<file path="src/rtl/pipe_pkg.sv">
// Shared pipeline definitions: bus widths, control-bundle bit positions and the
// ID/EX register update selector.
package pipe_pkg;

    localparam int DATA_W = 32;
    localparam int IDX_W  = 5;
    localparam int CTRL_W = 11;
    localparam int CNT_W  = 16;

    localparam int REG_WRITE  = 0;
    localparam int MEM_READ   = 1;
    localparam int MEM_WRITE  = 2;
    localparam int MEM_TO_REG = 3;
    localparam int ALU_SRC    = 4;
    localparam int REG_DST    = 5;
    localparam int BRANCH     = 6;
    localparam int ALU_OP_LSB = 7;
    localparam int ALU_OP_MSB = 10;

    typedef enum logic [1:0] {
        UPD_LOAD,
        UPD_HOLD,
        UPD_BUBBLE,
        UPD_FLUSH
    } upd_e;

endpackage

</file>
<file path="src/rtl/id_ex_stage_reg_hazard_detect.sv">
// Load-use hazard detector: the instruction in EX is a load whose destination
// is a source of the instruction in ID.
module hazard_detect #(
    parameter int IDX_W = pipe_pkg::IDX_W
) (
    input  logic             ex_valid,
    input  logic             ex_mem_read,
    input  logic [IDX_W-1:0] ex_rt,
    input  logic [IDX_W-1:0] id_rs,
    input  logic [IDX_W-1:0] id_rt,
    input  logic             id_uses_rt,
    input  logic             id_valid,
    input  logic             flush,
    input  logic             ex_stall,
    output logic             load_use_stall
);

    logic w_idx_match;
    logic w_hz;

    assign w_idx_match = (ex_rt == id_rs) | (id_uses_rt & (ex_rt == id_rt));
    // Register 0 is hard-wired, so a load into it can never create a dependency.
    assign w_hz        = ex_valid & ex_mem_read & (ex_rt != '0) & w_idx_match;

    // A flush or downstream stall already decides this edge; no bubble needed.
    assign load_use_stall = id_valid & w_hz & ~flush & ~ex_stall;

endmodule

</file>
<file path="src/rtl/id_ex_stage_reg.sv">
// ID/EX pipeline register: captures decoded instruction state, inserts a bubble
// on load-use hazards and counts those bubbles.
module id_ex_stage_reg #(
    parameter int DATA_W = pipe_pkg::DATA_W,
    parameter int IDX_W  = pipe_pkg::IDX_W,
    parameter int CTRL_W = pipe_pkg::CTRL_W,
    parameter int CNT_W  = pipe_pkg::CNT_W
) (
    input  logic              clk,
    input  logic              rst,
    input  logic              id_valid,
    input  logic [CTRL_W-1:0] id_ctrl,
    input  logic              id_uses_rt,
    input  logic [DATA_W-1:0] id_rs_data,
    input  logic [DATA_W-1:0] id_rt_data,
    input  logic [DATA_W-1:0] id_imm_ext,
    input  logic [IDX_W-1:0]  id_rs,
    input  logic [IDX_W-1:0]  id_rt,
    input  logic [IDX_W-1:0]  id_rd,
    input  logic              ex_stall,
    input  logic              flush,
    output logic              ex_valid,
    output logic [CTRL_W-1:0] ex_ctrl,
    output logic [DATA_W-1:0] ex_rs_data,
    output logic [DATA_W-1:0] ex_rt_data,
    output logic [DATA_W-1:0] ex_imm_ext,
    output logic [IDX_W-1:0]  ex_rs,
    output logic [IDX_W-1:0]  ex_rt,
    output logic [IDX_W-1:0]  ex_rd,
    output logic              load_use_stall,
    output logic              id_hold,
    output logic [CNT_W-1:0]  bubble_count
);

    logic              r_valid;
    logic [CTRL_W-1:0] r_ctrl;
    logic [DATA_W-1:0] r_rs_data;
    logic [DATA_W-1:0] r_rt_data;
    logic [DATA_W-1:0] r_imm_ext;
    logic [IDX_W-1:0]  r_rs;
    logic [IDX_W-1:0]  r_rt;
    logic [IDX_W-1:0]  r_rd;
    logic [CNT_W-1:0]  r_bubble_count;

    logic              w_load_use;
    pipe_pkg::upd_e    w_upd;

    hazard_detect #(
        .IDX_W (IDX_W)
    ) u_hazard_detect (
        .ex_valid       (r_valid),
        .ex_mem_read    (r_ctrl[pipe_pkg::MEM_READ]),
        .ex_rt          (r_rt),
        .id_rs          (id_rs),
        .id_rt          (id_rt),
        .id_uses_rt     (id_uses_rt),
        .id_valid       (id_valid),
        .flush          (flush),
        .ex_stall       (ex_stall),
        .load_use_stall (w_load_use)
    );

    // Flush outranks stall, which outranks the load-use bubble.
    always_comb begin
        w_upd = pipe_pkg::UPD_LOAD;
        if (flush)
            w_upd = pipe_pkg::UPD_FLUSH;
        else if (ex_stall)
            w_upd = pipe_pkg::UPD_HOLD;
        else if (w_load_use)
            w_upd = pipe_pkg::UPD_BUBBLE;
    end

    // NOTE: every sequential assignment uses <= so all registers sample the
    // pre-edge values of each other; a blocking = here would chain updates.
    always_ff @(posedge clk or posedge rst) begin
        if (rst) begin
            r_valid   <= 1'b0;
            r_ctrl    <= '0;
            r_rs_data <= '0;
            r_rt_data <= '0;
            r_imm_ext <= '0;
            r_rs      <= '0;
            r_rt      <= '0;
            r_rd      <= '0;
        end else begin
            case (w_upd)
                pipe_pkg::UPD_FLUSH, pipe_pkg::UPD_BUBBLE: begin
                    r_valid   <= 1'b0;
                    r_ctrl    <= '0;
                    r_rs_data <= '0;
                    r_rt_data <= '0;
                    r_imm_ext <= '0;
                    r_rs      <= '0;
                    r_rt      <= '0;
                    r_rd      <= '0;
                end
                pipe_pkg::UPD_HOLD: begin
                    r_valid <= r_valid;
                end
                default: begin
                    r_valid   <= id_valid;
                    // An empty slot must never carry write enables into EX.
                    r_ctrl    <= id_valid ? id_ctrl : '0;
                    r_rs_data <= id_rs_data;
                    r_rt_data <= id_rt_data;
                    r_imm_ext <= id_imm_ext;
                    r_rs      <= id_rs;
                    r_rt      <= id_rt;
                    r_rd      <= id_rd;
                end
            endcase
        end
    end

    always_ff @(posedge clk or posedge rst) begin
        if (rst)
            r_bubble_count <= '0;
        else if ((w_upd == pipe_pkg::UPD_BUBBLE) && (r_bubble_count != '1))
            r_bubble_count <= r_bubble_count + 1'b1;
    end

    assign ex_valid       = r_valid;
    assign ex_ctrl        = r_ctrl;
    assign ex_rs_data     = r_rs_data;
    assign ex_rt_data     = r_rt_data;
    assign ex_imm_ext     = r_imm_ext;
    assign ex_rs          = r_rs;
    assign ex_rt          = r_rt;
    assign ex_rd          = r_rd;
    assign load_use_stall = w_load_use;
    assign id_hold        = ex_stall | w_load_use;
    assign bubble_count   = r_bubble_count;

endmodule

</file>
<file path="config.mk">
export PLATFORM = sky130hd
export DESIGN_NAME = id_ex_stage_reg
export DESIGN_NICKNAME = d
export VERILOG_FILES = /design/src/rtl/pipe_pkg.sv /design/src/rtl/id_ex_stage_reg_hazard_detect.sv /design/src/rtl/id_ex_stage_reg.sv
export SDC_FILE = /design/constraint.sdc
export NUM_CORES = 1
export LEC_CHECK = 0
export BUFFER_PORTS_ARGS = -buffer_cell sky130_fd_sc_hd__buf_2
export CAP_MARGIN = 20
export CORE_ASPECT_RATIO = 1.5
export CORE_UTILIZATION = 45
export CTS_CLUSTER_DIAMETER = 30
export DETAILED_ROUTE_END_ITERATION = 10
export PLACE_DENSITY = 0.79
export SLEW_MARGIN = 20
export SYNTH_ARGS = -nofsm -noshare
export SYNTH_HDL_FRONTEND = slang
export SYNTH_HIERARCHICAL = 1
export SYNTH_SLANG_ARGS = --single-unit
</file>
<file path="constraint.sdc">
create_clock -name clk -period 14.2 [get_ports clk]
set_input_delay 2.84 -clock clk [delete_from_list [all_inputs] [get_ports clk]]
set_output_delay 2.84 -clock clk [all_outputs]
set_load 0.01 [all_outputs]
</file>
======== After elaboration in Yosys (flattened, before gate mapping) ========
Cells that the tools add are included.
storage, ports and cells
  bits in registers ....................... 139
  output and inout bits ................... 141
cells by class
  $add $sub $neg .......................... 1
  equal/unequal tests ..................... 6
  multiplexer cells ....................... 12
  bitwise gates (word level) .............. 11
  reduce and logical (&&, ||, !) cells .... 3
operators by type and width
  cell                   count
  $pmux 32 s2            3
  $pmux 5 s2             3
  $pmux 11 s2            1
  $add 16x1->16 const B  1
  $ne 16x16->1 const B   1
  $mux 11                1
  $eq 5x5->1             2
  $and 1x1->1            7
  $mux 2                 3
  $reduce_bool 5->1      1
  $eq 2x2->1 const B     2
  $eq 2x1->1 const B     1
  $not 1->1              2
  $or 1x1->1             2
  $pmux 1 s2             1
  $reduce_or 2->1        1
  $logic_and 1x1->1      1

======== Longest topological paths before layout ========
Gate-level depths: netlist of run 1.
  depth after elaboration ................. 13
  depth in mapped cells ................... 9

======== Hierarchy ========
Netlist of run 1, hierarchy kept.
modules (own cells, without submodules)
  module           times used  cells each  area an instance (sq um)  sequential area each (sq um)
  id_ex_stage_reg  1           346         5084.9                    3478.3
  hazard_detect    1           19          142.6                     0.0

======== Least setup slack after synthesis of run 1 ========
No wires, ideal clock.
  kind .................................... in2out
  start point ............................. input port id_rt[2]
  end point ............................... output port id_hold
  arrival time ............................ 3.809 ns
  required time ........................... 11.360 ns
  path slack .............................. 7.551 ns
  cell stages on the path ................. 5
  buffers on the path ..................... 0
  cells stage by stage .................... xor2_1 -> nor4_1 -> nand3_1 -> a21oi_1 -> or2_2
on the way
  word-level cells in the longest chain between the ends .. 8
ends and longest elaborated chain
  item                       line                                 RTL
  from (decl)                id_ex_stage_reg.sv:18                input logic [IDX_W-1:0] id_rt,
  $eq 5x5->1                 id_ex_stage_reg_hazard_detect.sv:21  assign w_idx_match = (ex_rt == id_rs) | (id_uses_rt & (ex_rt == id_rt));
  $and 1x1->1                id_ex_stage_reg_hazard_detect.sv:21
  $or 1x1->1                 id_ex_stage_reg_hazard_detect.sv:21
  $and 1x1->1                id_ex_stage_reg_hazard_detect.sv:23  assign w_hz = ex_valid & ex_mem_read & (ex_rt != '0) & w_idx_match;
  $and 1x1->1 (3 in series)  id_ex_stage_reg_hazard_detect.sv:26  assign load_use_stall = id_valid & w_hz & ~flush & ~ex_stall;
  named net load_use_stall   id_ex_stage_reg.sv:30                output logic load_use_stall,
  $or 1x1->1                 id_ex_stage_reg.sv:132               assign id_hold = ex_stall | w_load_use;
  to (decl)                  id_ex_stage_reg.sv:31                output logic id_hold,
The timed path passes the listed nets, and every way through them passes these cells.

======== Worst setup path in the final report of run 1 ========
  start point ............................. input port id_rt[2]
  end point ............................... output port id_hold
on the way
  word-level cells in the longest chain between the ends .. 8
ends and longest elaborated chain
  item                       line
  $eq 5x5->1                 id_ex_stage_reg_hazard_detect.sv:21
  $and 1x1->1                id_ex_stage_reg_hazard_detect.sv:21
  $or 1x1->1                 id_ex_stage_reg_hazard_detect.sv:21
  $and 1x1->1                id_ex_stage_reg_hazard_detect.sv:23
  $and 1x1->1 (3 in series)  id_ex_stage_reg_hazard_detect.sv:26
  $or 1x1->1                 id_ex_stage_reg.sv:132
Every way passes these cells.

==> reports/metrics.yaml, run 1 <==
status: "complete, no violations"
startpoint_type: "primary input"
hold_viol: 0
insertion_delay_ns: 0.41
htreeDepth: 4
seq_power_share_pct: 45.0
syn_nets: 494
use_met3_pct: 5.90
drv_cap: 0
drive_gt1_share_pct: 49.3
synthMuxAreaShare_pct: 0.215
antenna_found_initial: 0
die_y_um: 134
grt.met1_usage_pct: 27.9
yosysWarnings: 6
slew_headroom_pct: 40.3
synth_area_mm2: 0.00523
end_kind: "output port"
use_met2_pct: 40.7
grt_pass1_vias: 4473
p_leak_nw: 4.15
clkTransAtPathRegs_ns: 0.06
cts.repair.resized: 0
p_sw_share_pct: 23.9
synth-xor-area-share_pct: 4.19
finalSetupViolCount: 0
postRouteAntennaNets: 0
wirelength_um: 13900
coreArea_mm2: 0.0112
irDropWorstVdd_v: 0.0000809
path_max_fanout: 3
cp.arrival_ns: 4.22
final.setup.tns_ns: 0
timing.final.crit_period_ns: 7.06
fill_cells: 882
synth-adder-area-share_pct: 0.239
port_buffers: 268
busiest_layer: "met2"
hpwl_um: 9530
place_congestion: 0.877
routedWlPerCell_um: 17.6
drt-vias-per-instance: 5.40
syn_inst: 365
netlist-cell-type-count: 32
crit_required_ns: 11.36
setup_slack_ns: 7.14
p_clk_share_pct: 45.3
p_sw_w: 0.000227
grt_remaining_overflow: 0
drc: 0
ys_seq_area_share_pct: 66.5
intPower_w: 0.000723
ctsHoldBuffers: 0
start_util_pct: 46.8
area_growth_syn_to_layout_pct: 39.7
die-area_mm2: 0.0121
synth_area_per_cell_um2: 14.3
synth_top_family_by_area: "compound AO/OA/AOI/OAI gates"
rsz0062_at_grt: "false"
max_freq_mhz: 142
post-cts-setup-buffers: 0
tightest_slew_ns: 0.896
diodes: 0
route.vias.total: 4257
p_total_w: 0.000950
powerDensity_mw_per_mm2: 130
p_comb_share_pct: 9.7
critPathKind: "in2out"
synth.ff_latch_count: 139
die_width_um: 90
rows: 47
post-place-ws_ns: 7.22
cts_root_buf: "clkbuf_16"
drt_iter0_markers: 224
period_share_pct: 49.7
io_pins: 269
grt_pass1_wl_um: 22400
numCtsBuffers: 17
hold_ws_ns: 0.494
synth_compound_gate_area_share_pct: 20.9
clkSinkCount: 139
cts_tree: "built"
final-max-slew-violation-count: 0
hp-class: "reg2reg"
final_nets: 757
clock_skew_ns: 0.00986
cts_max_path_buffers: 2
fin_util_pct: 65.3
grt_util_all_layers_pct: 23.6
grt_max_degree: 113
synth_simple_gate_area_share_pct: 5.79
drt_pass1_iterations: 6
[metal layers]
metal | vias up | part of all wire (%)
li1 | 1912 | -
met1 | 2099 | 39
met2 | 213 | 53
met3 | 33 | 5.7
met4 | 0 | 2.5
met5 | - | 0
[layout make-up]
cell class | instances | area [um2] | area share [%]
repair buffers | 272 | 1400 | 19.1
clock inverters | 12 | 140 | 1.92
inverters | 1 | 8.76 | 0.120
well taps | 147 | 184 | 2.52
flip-flops and latches | 139 | 3480 | 47.6
multi-input cells | 197 | 1650 | 22.6
clock buffers | 20 | 447 | 6.12
[cell usage after synthesis, drive strengths merged]
master,instances,area [um2]
or3,2,17.5
a21oi,1,5.00
buf,1,5.00
nand2,5,18.8
dfrtp,139,3480
nor3b,1,7.51
and3,2,15.0
nor4b,4,47.6
or4,1,7.51
or2,2,12.5
or3b,1,11.3
inv,1,3.75
a22o,122,1070
nand4,4,31.3
ha,1,12.5
nor2,4,15.0
and2,1,6.26
clkbuf,27,101
and2b,1,8.76
nand3,6,30.0
mux2,1,11.3
nor3,8,40.0
xor2,21,184
nor4,3,33.8
o211ai,1,12.5
a21o,1,7.51
xnor2,4,35.0
[stage by stage]
stage	std cells	cell area, um2
6_report	788	7300
5_1_grt	788	7300
4_1_cts	787	7270
3_5_place_dp	755	6680
3_3_place_gp	755	6680
2_1_floorplan	365	5230
[worst paths after layout]
path	start	endpoint	slack, ns	cells after the start
worst max register to register	ex_rt[2]	ex_ctrl[2]	11.18	8
min in group asynchronous	rst	ex_rt_data[17]	2.46	2
worst min register to register	bubble_count[15]	bubble_count[15]	0.49	1
worst max-delay path	id_rt[2]	id_hold	7.14	7
max in group asynchronous	rst	ex_rt_data[11]	10.70	4
worst min-delay path	bubble_count[15]	bubble_count[15]	0.49	1
[state kept, by name, summed over array words and instances, names as in the netlist]
register,cells
ex_rt_data,32
ex_ctrl,11
ex_rd,5
ex_rs_data,32
ex_imm_ext,32
ex_rs,5
ex_rt,5
ex_valid,1
bubble_count,16
[critical path, cell delays in order]
cell	delay, ns
buf_2	0.11
xor2_1	0.14
nor4_1	0.36
nand3_1	0.12
a21oi_1	0.29
or2_2	0.22
buf_2	0.14
[kinds of logic (layout without fill, tap and decap cells)]
logic type / after synthesis / in the layout
AND/OR/NAND/NOR: 45 / 45
XOR/XNOR: 25 / 25
buffers and inverters: 29 / 305
multiplexers: 1 / 1
adder cells (fa/ha/maj): 1 / 1
flip-flops: 139 / 139
AO/OA/AOI/OAI: 125 / 125
[placed cells by master, fill, tap and decap left out, drive strengths merged, types with 2 or more instances in the layout]
| cell type | instances |
|---|---|
| or2 | 2 |
| clkinv | 4 |
| xnor2 | 4 |
| nand2 | 5 |
| inv | 4 |
| buf | 272 |
| nor4 | 3 |
| a22o | 122 |
| nor3 | 8 |
| dfrtp | 139 |
| nor2 | 4 |
| clkinvlp | 3 |
| nand3 | 6 |
| nand4 | 4 |
| nor4b | 4 |
| and3 | 2 |
| clkbuf | 20 |
| or3 | 2 |
| bufinv | 2 |
| xor2 | 21 |
[power groups by stage]
stage	combinational, W	clock, W	sequential [W]
5_1_grt	0.0000993	0.000458	0.000430
6_report	0.0000917	0.000431	0.000428
4_1_cts	0.0000917	0.000439	0.000427
2_1_floorplan	0.0000344	0	0.000442
3_3_place_gp	0.0000887	0	0.000433
3_5_place_dp	0.0000914	0	0.000434
Note: power is estimated with default switching activity, not from simulation.
==> run 2, diff against run 1 <==
==> constraint.sdc (replaced) <==
create_clock -name clk -period 7.31 [get_ports clk]
set_input_delay 1.462 -clock clk [delete_from_list [all_inputs] [get_ports clk]]
set_output_delay 1.462 -clock clk [all_outputs]
set_load 0.01 [all_outputs]
==> reports/metrics.yaml, run 2 (same netlist as run 1, synthesis figures left out) <==
status: "complete, no violations"  # unchanged
drive_gt1_share_pct: 49.4  # was 49.3%
start_util_pct: 46.8  # unchanged
antenna_found_initial: 0  # unchanged
dp_cells: 755  # unchanged
crit_required_ns: 5.85  # was 11.36 ns
p_leak_nw: 4.15  # about the same
hold_viol: 0  # unchanged
drt-vias-per-instance: 5.36  # was 5.40
die-area_mm2: 0.0121  # unchanged
grt_max_degree: 85  # was 113
final.setup.tns_ns: 0  # unchanged
routedWlPerCell_um: 17.2  # was 17.6 um
grt_pass1_wl_um: 22100  # was 22400 um
final-max-slew-violation-count: 0  # unchanged
post-cts-setup-buffers: 0  # unchanged
stdcell_count: 785  # was 788
clkSinkCount: 139  # unchanged
startpoint_type: "primary input"  # unchanged
cts_max_path_buffers: 2  # unchanged
grt_pass1_vias: 4443  # was 4473
path_max_fanout: 3  # unchanged
final_cell_mix: "buf_2 (268), dfrtp_1 (139), a22o_1 (122)"  # unchanged
numCtsBuffers: 17  # unchanged
powerDensity_mw_per_mm2: 251  # was 130 mW/mm2
cts_tree: "built"  # unchanged
port_buffers: 268  # unchanged
max_freq_mhz: 242
slew_headroom_pct: 36.3  # was 40.3%
critPathKind: "in2out"  # unchanged
hpwl_um: 9410  # was 9530 um
finalSetupViolCount: 0  # unchanged
die_y_um: 134  # unchanged
fin_area_mm2: 0.00724  # was 0.00730 mm2
clkTransAtPathRegs_ns: 0.06  # about the same
htreeDepth: 4  # unchanged
clock_skew_ns: 0.00825  # was 0.00986 ns
hp-class: "reg2reg"  # unchanged
postRouteAntennaNets: 0  # unchanged
rows: 47  # unchanged
diodes: 0  # unchanged
drv_cap: 0  # unchanged
place_congestion: 0.854  # was 0.877
rsz0062_at_grt: "false"  # unchanged
final_nets: 756  # was 757
cp.arrival_ns: 2.67  # was 4.22 ns
insertion_delay_ns: 0.41  # about the same
coreArea_mm2: 0.0112  # unchanged
route.vias.total: 4208  # was 4257
ctsHoldBuffers: 0  # unchanged
postPlaceCellArea_mm2: 0.00668  # unchanged
area_growth_syn_to_layout_pct: 38.5  # was 39.7%
period_share_pct: 56.5
io_pins: 269  # unchanged
wirelength_um: 13500  # was 13900 um
timing.final.crit_period_ns: 4.13
hold_ws_ns: 0.499  # was 0.494 ns
grt_remaining_overflow: 0  # unchanged
cts_root_buf: "clkbuf_16"  # unchanged
final_common_cell: "buf_2"  # unchanged
cts.repair.resized: 0  # unchanged
drc: 0  # unchanged
end_kind: "output port"  # unchanged
tightest_slew_ns: 0.953  # was 0.896 ns
die_width_um: 90  # unchanged
drt_iter0_markers: 207  # was 224
irDropWorstVdd_v: 0.000156  # was 0.0000809 V
drt_pass1_iterations: 4  # was 6
grt_util_all_layers_pct: 23.0  # was 23.6%
-- run 2: cell types whose count changed in the layout (fill, tap and decap cells not counted), moves of 2 or more --
cell / change
clkinv_2: +6
clkbuf_1: -2
clkinvlp_4: -3
inv_6: -3
-- run 2: final timing paths --
path | to | depth (start not counted) | startpoint | slack, ns
setup / recovery | id_hold | 7 | id_rt[2] | 3.18
hold / removal | ex_rt_data[29] | 1 | ex_rt_data[29] | 0.50
setup reg to reg | ex_rt_data[16] | 7 | ex_rt[4] | 3.99
hold reg to reg | ex_rt_data[29] | 1 | ex_rt_data[29] | 0.50
max in group asynchronous | ex_rt_data[25] | 3 | rst | 5.11
min in group asynchronous | ex_rt_data[24] | 2 | rst | 1.10
-- run 2: final cells by class --
cell class / instances / area (um2)
well taps: 147 / 184
multi-input cells: 197 / 1650
clock inverters: 13 / 130
fillers: 886 / 3930
inverters: 1 / 8.76
clock buffers: 17 / 425
flip-flops and latches: 139 / 3480
repair buffers: 271 / 1370
-- run 2: per-layer routing --
layer | track usage [%] | part of all wire (%) | vias up
li1 | - | - | 1908
met1 | 28.1 | 39 | 2071
met2 | 39.6 | 53 | 204
met3 | 5.39 | 5.9 | 25
met4 | 9.05 | 1.9 | 0
met5 | 0 | 0 | -
-- run 2: per-stage QoR --
stage          util [%]  power (W)  setup slack (ns)
5_1_grt            64.8    0.00189              3.08
6_report           64.8    0.00182              3.18
4_1_cts            64.8    0.00183              3.17
3_5_place_dp       59.8    0.00102              3.18
3_3_place_gp       59.8    0.00101              3.27
2_1_floorplan         -   0.000925              2.12
-- run 2: power breakdown --
group / internal, W / switching (W)
clock: 0.000495 / 0.000316
sequential: 0.000807 / 0.0000230
combinational: 0.0000806 / 0.0000944
-- run 2: critical path: stages --
cell and delay [ns]:
buf_2 0.11, xor2_1 0.14, nor4_1 0.29, nand3_1 0.11
a21oi_1 0.24, or2_2 0.19, buf_2 0.13
==> run 3, diff against run 2 <==
--- a/config.mk
+++ b/config.mk
@@ -8,10 +8,10 @@
 export BUFFER_PORTS_ARGS = -buffer_cell sky130_fd_sc_hd__buf_2
 export CAP_MARGIN = 20
 export CORE_ASPECT_RATIO = 1.5
-export CORE_UTILIZATION = 45
+export CORE_UTILIZATION = 41
 export CTS_CLUSTER_DIAMETER = 30
 export DETAILED_ROUTE_END_ITERATION = 10
-export PLACE_DENSITY = 0.79
+export PLACE_DENSITY = 0.76
 export SLEW_MARGIN = 20
 export SYNTH_ARGS = -nofsm -noshare
 export SYNTH_HDL_FRONTEND = slang
==> constraint.sdc (replaced) <==
create_clock -name clk -period 3.7 [get_ports clk]
set_input_delay 0.74 -clock clk [delete_from_list [all_inputs] [get_ports clk]]
set_output_delay 0.74 -clock clk [all_outputs]
set_load 0.01 [all_outputs]
==> reports/metrics.yaml, run 3 (same netlist as run 1, synthesis figures left out) <==
p_total_w: 0.00373  # was 0.00182 W
grt_util_all_layers_pct: 21.3  # was 23.0%
hp-class: "in2async"  # was reg2reg
clkSinkCount: 139  # unchanged
dp_cells: 766  # was 755
cpPeakStageDelay_ns: 0.56  # was 0.29 ns
final_cell_mix: "buf_2 (268), dfrtp_1 (139), a22o_1 (122)"  # unchanged
rsz0062_at_grt: "false"  # unchanged
stdcell_count: 798  # was 785
cts_tree: "built"  # unchanged
start_util_pct: 42.0  # was 46.8%
drt-vias-per-instance: 5.34  # was 5.36
final-max-slew-violation-count: 0  # unchanged
hold_viol: 0  # unchanged
io_pins: 269  # unchanged
cp.arrival_ns: 3.27  # was 2.67 ns
p_leak_nw: 4.17  # was 4.15 nW
drv_cap: 0  # unchanged
place_congestion: 0.806  # was 0.854
rrSetupSlack_ns: 0.76  # was 3.99 ns
period_share_pct: 79.4
critPathKind: "reg2reg"  # was in2out
rows: 50  # was 47
antenna_found_initial: 0  # unchanged
path_buf_inv: 1  # was 2
critPathTopFamily: "simple AND/OR/NAND/NOR gates"  # unchanged
tightest_slew_ns: 0.779  # was 0.953 ns
end_kind: "flop"  # was output port
status: "complete, no violations"  # unchanged
final_common_cell: "buf_2"  # unchanged
insertion_delay_ns: 0.41  # about the same
clkTransAtPathRegs_ns: 0.06  # about the same
die_width_um: 94.2  # was 90 um
hpwl_um: 9760  # was 9410 um
numCtsBuffers: 17  # unchanged
drive_gt1_share_pct: 49.5  # was 49.4%
final_nets: 758  # was 756
powerDensity_mw_per_mm2: 508  # was 251 mW/mm2
fill_cells: 1017  # was 886
post-cts-setup-buffers: 0  # unchanged
route.vias.total: 4264  # was 4208
startpoint_type: "flop"  # was primary input
die_y_um: 140  # was 134 um
routedWlPerCell_um: 17.5  # was 17.2 um
hold_ws_ns: 0.337  # was 0.499 ns
grt_remaining_overflow: 0  # unchanged
slew_headroom_pct: 48.1  # was 36.3%
drt_pass1_iterations: 4  # unchanged
irDropWorstVdd_v: 0.000269  # was 0.000156 V
max_freq_mhz: 341
ctsHoldBuffers: 0  # unchanged
final.setup.tns_ns: 0  # unchanged
slowest_stage: "or4_1"  # was nor4_1
cts.repair.resized: 0  # unchanged
drc: 0  # unchanged
crit_required_ns: 4.04  # was 5.85 ns
grt_max_degree: 76  # was 85
drt_iter0_markers: 163  # was 207
finalSetupViolCount: 0  # unchanged
die-area_mm2: 0.0132  # was 0.0121 mm2
grt_pass1_vias: 4362  # was 4443
timing.final.crit_period_ns: 2.94
port_buffers: 268  # unchanged
area_growth_syn_to_layout_pct: 40.5  # was 38.5%
fin_util_pct: 59.0  # was 64.8%
coreArea_mm2: 0.0124  # was 0.0112 mm2
cts_root_buf: "clkbuf_16"  # unchanged
postRouteAntennaNets: 0  # unchanged
clock_skew_ns: 0.0187  # was 0.00825 ns
grt_pass1_wl_um: 21800  # was 22100 um
wirelength_um: 13900  # was 13500 um
path_cells: "or4_1, o211ai_2, a21oi_1, or2_2, nor2_4, buf_4, a22o_1"  # was buf_2, xor2_1, nor4_1, nand3_1, a21oi_1, or2_2, buf_2
path_max_fanout: 42  # was 3
diodes: 0  # unchanged
htreeDepth: 4  # unchanged
cts_max_path_buffers: 2  # unchanged
## run 3: per-stage QoR
stage	area [um2]	setup WS [ns]
final	7340	0.763
after global routing	7340	0.616
after CTS	7340	0.713
after detailed placement	6730	0.595
after global placement	6730	0.669
after floorplan	5230	0.738
## run 3: path summary, 6_finish.rpt
path                                from              end  cells after the start
max in group asynchronous            rst  bubble_count[2]                      3
min                                  rst    ex_rt_data[5]                      2
min reg2reg                ex_imm_ext[9]    ex_imm_ext[9]                      1
min in group clk           ex_imm_ext[9]    ex_imm_ext[9]                      1
max                             ex_rt[2]         ex_rt[1]                      7
max reg2reg                     ex_rt[2]         ex_rt[1]                      7
## run 3: per-layer routing
layer,GRT usage (%),wire [um],share of wire [%]
met4,9.55,322,2.3
met2,36.0,7260,52
met1,25.7,5450,39
met3,4.40,890,6.4
met5,0,0,0
## run 3: layout make-up
cell class	count	area (um2)	area share, %
clock inverters	13	168	2.28
inverters	1	7.51	0.102
clock buffers	19	443	6.03
well taps	156	195	2.66
flip-flops and latches	139	3480	47.4
multi-input cells	197	1650	22.4
repair buffers	273	1400	19.1
## run 3: where the power goes
group          switching, W  leakage, nW  internal [W]
logic              0.000189         2.01      0.000163
registers         0.0000457         1.86       0.00159
clock network      0.000654        0.294       0.00108
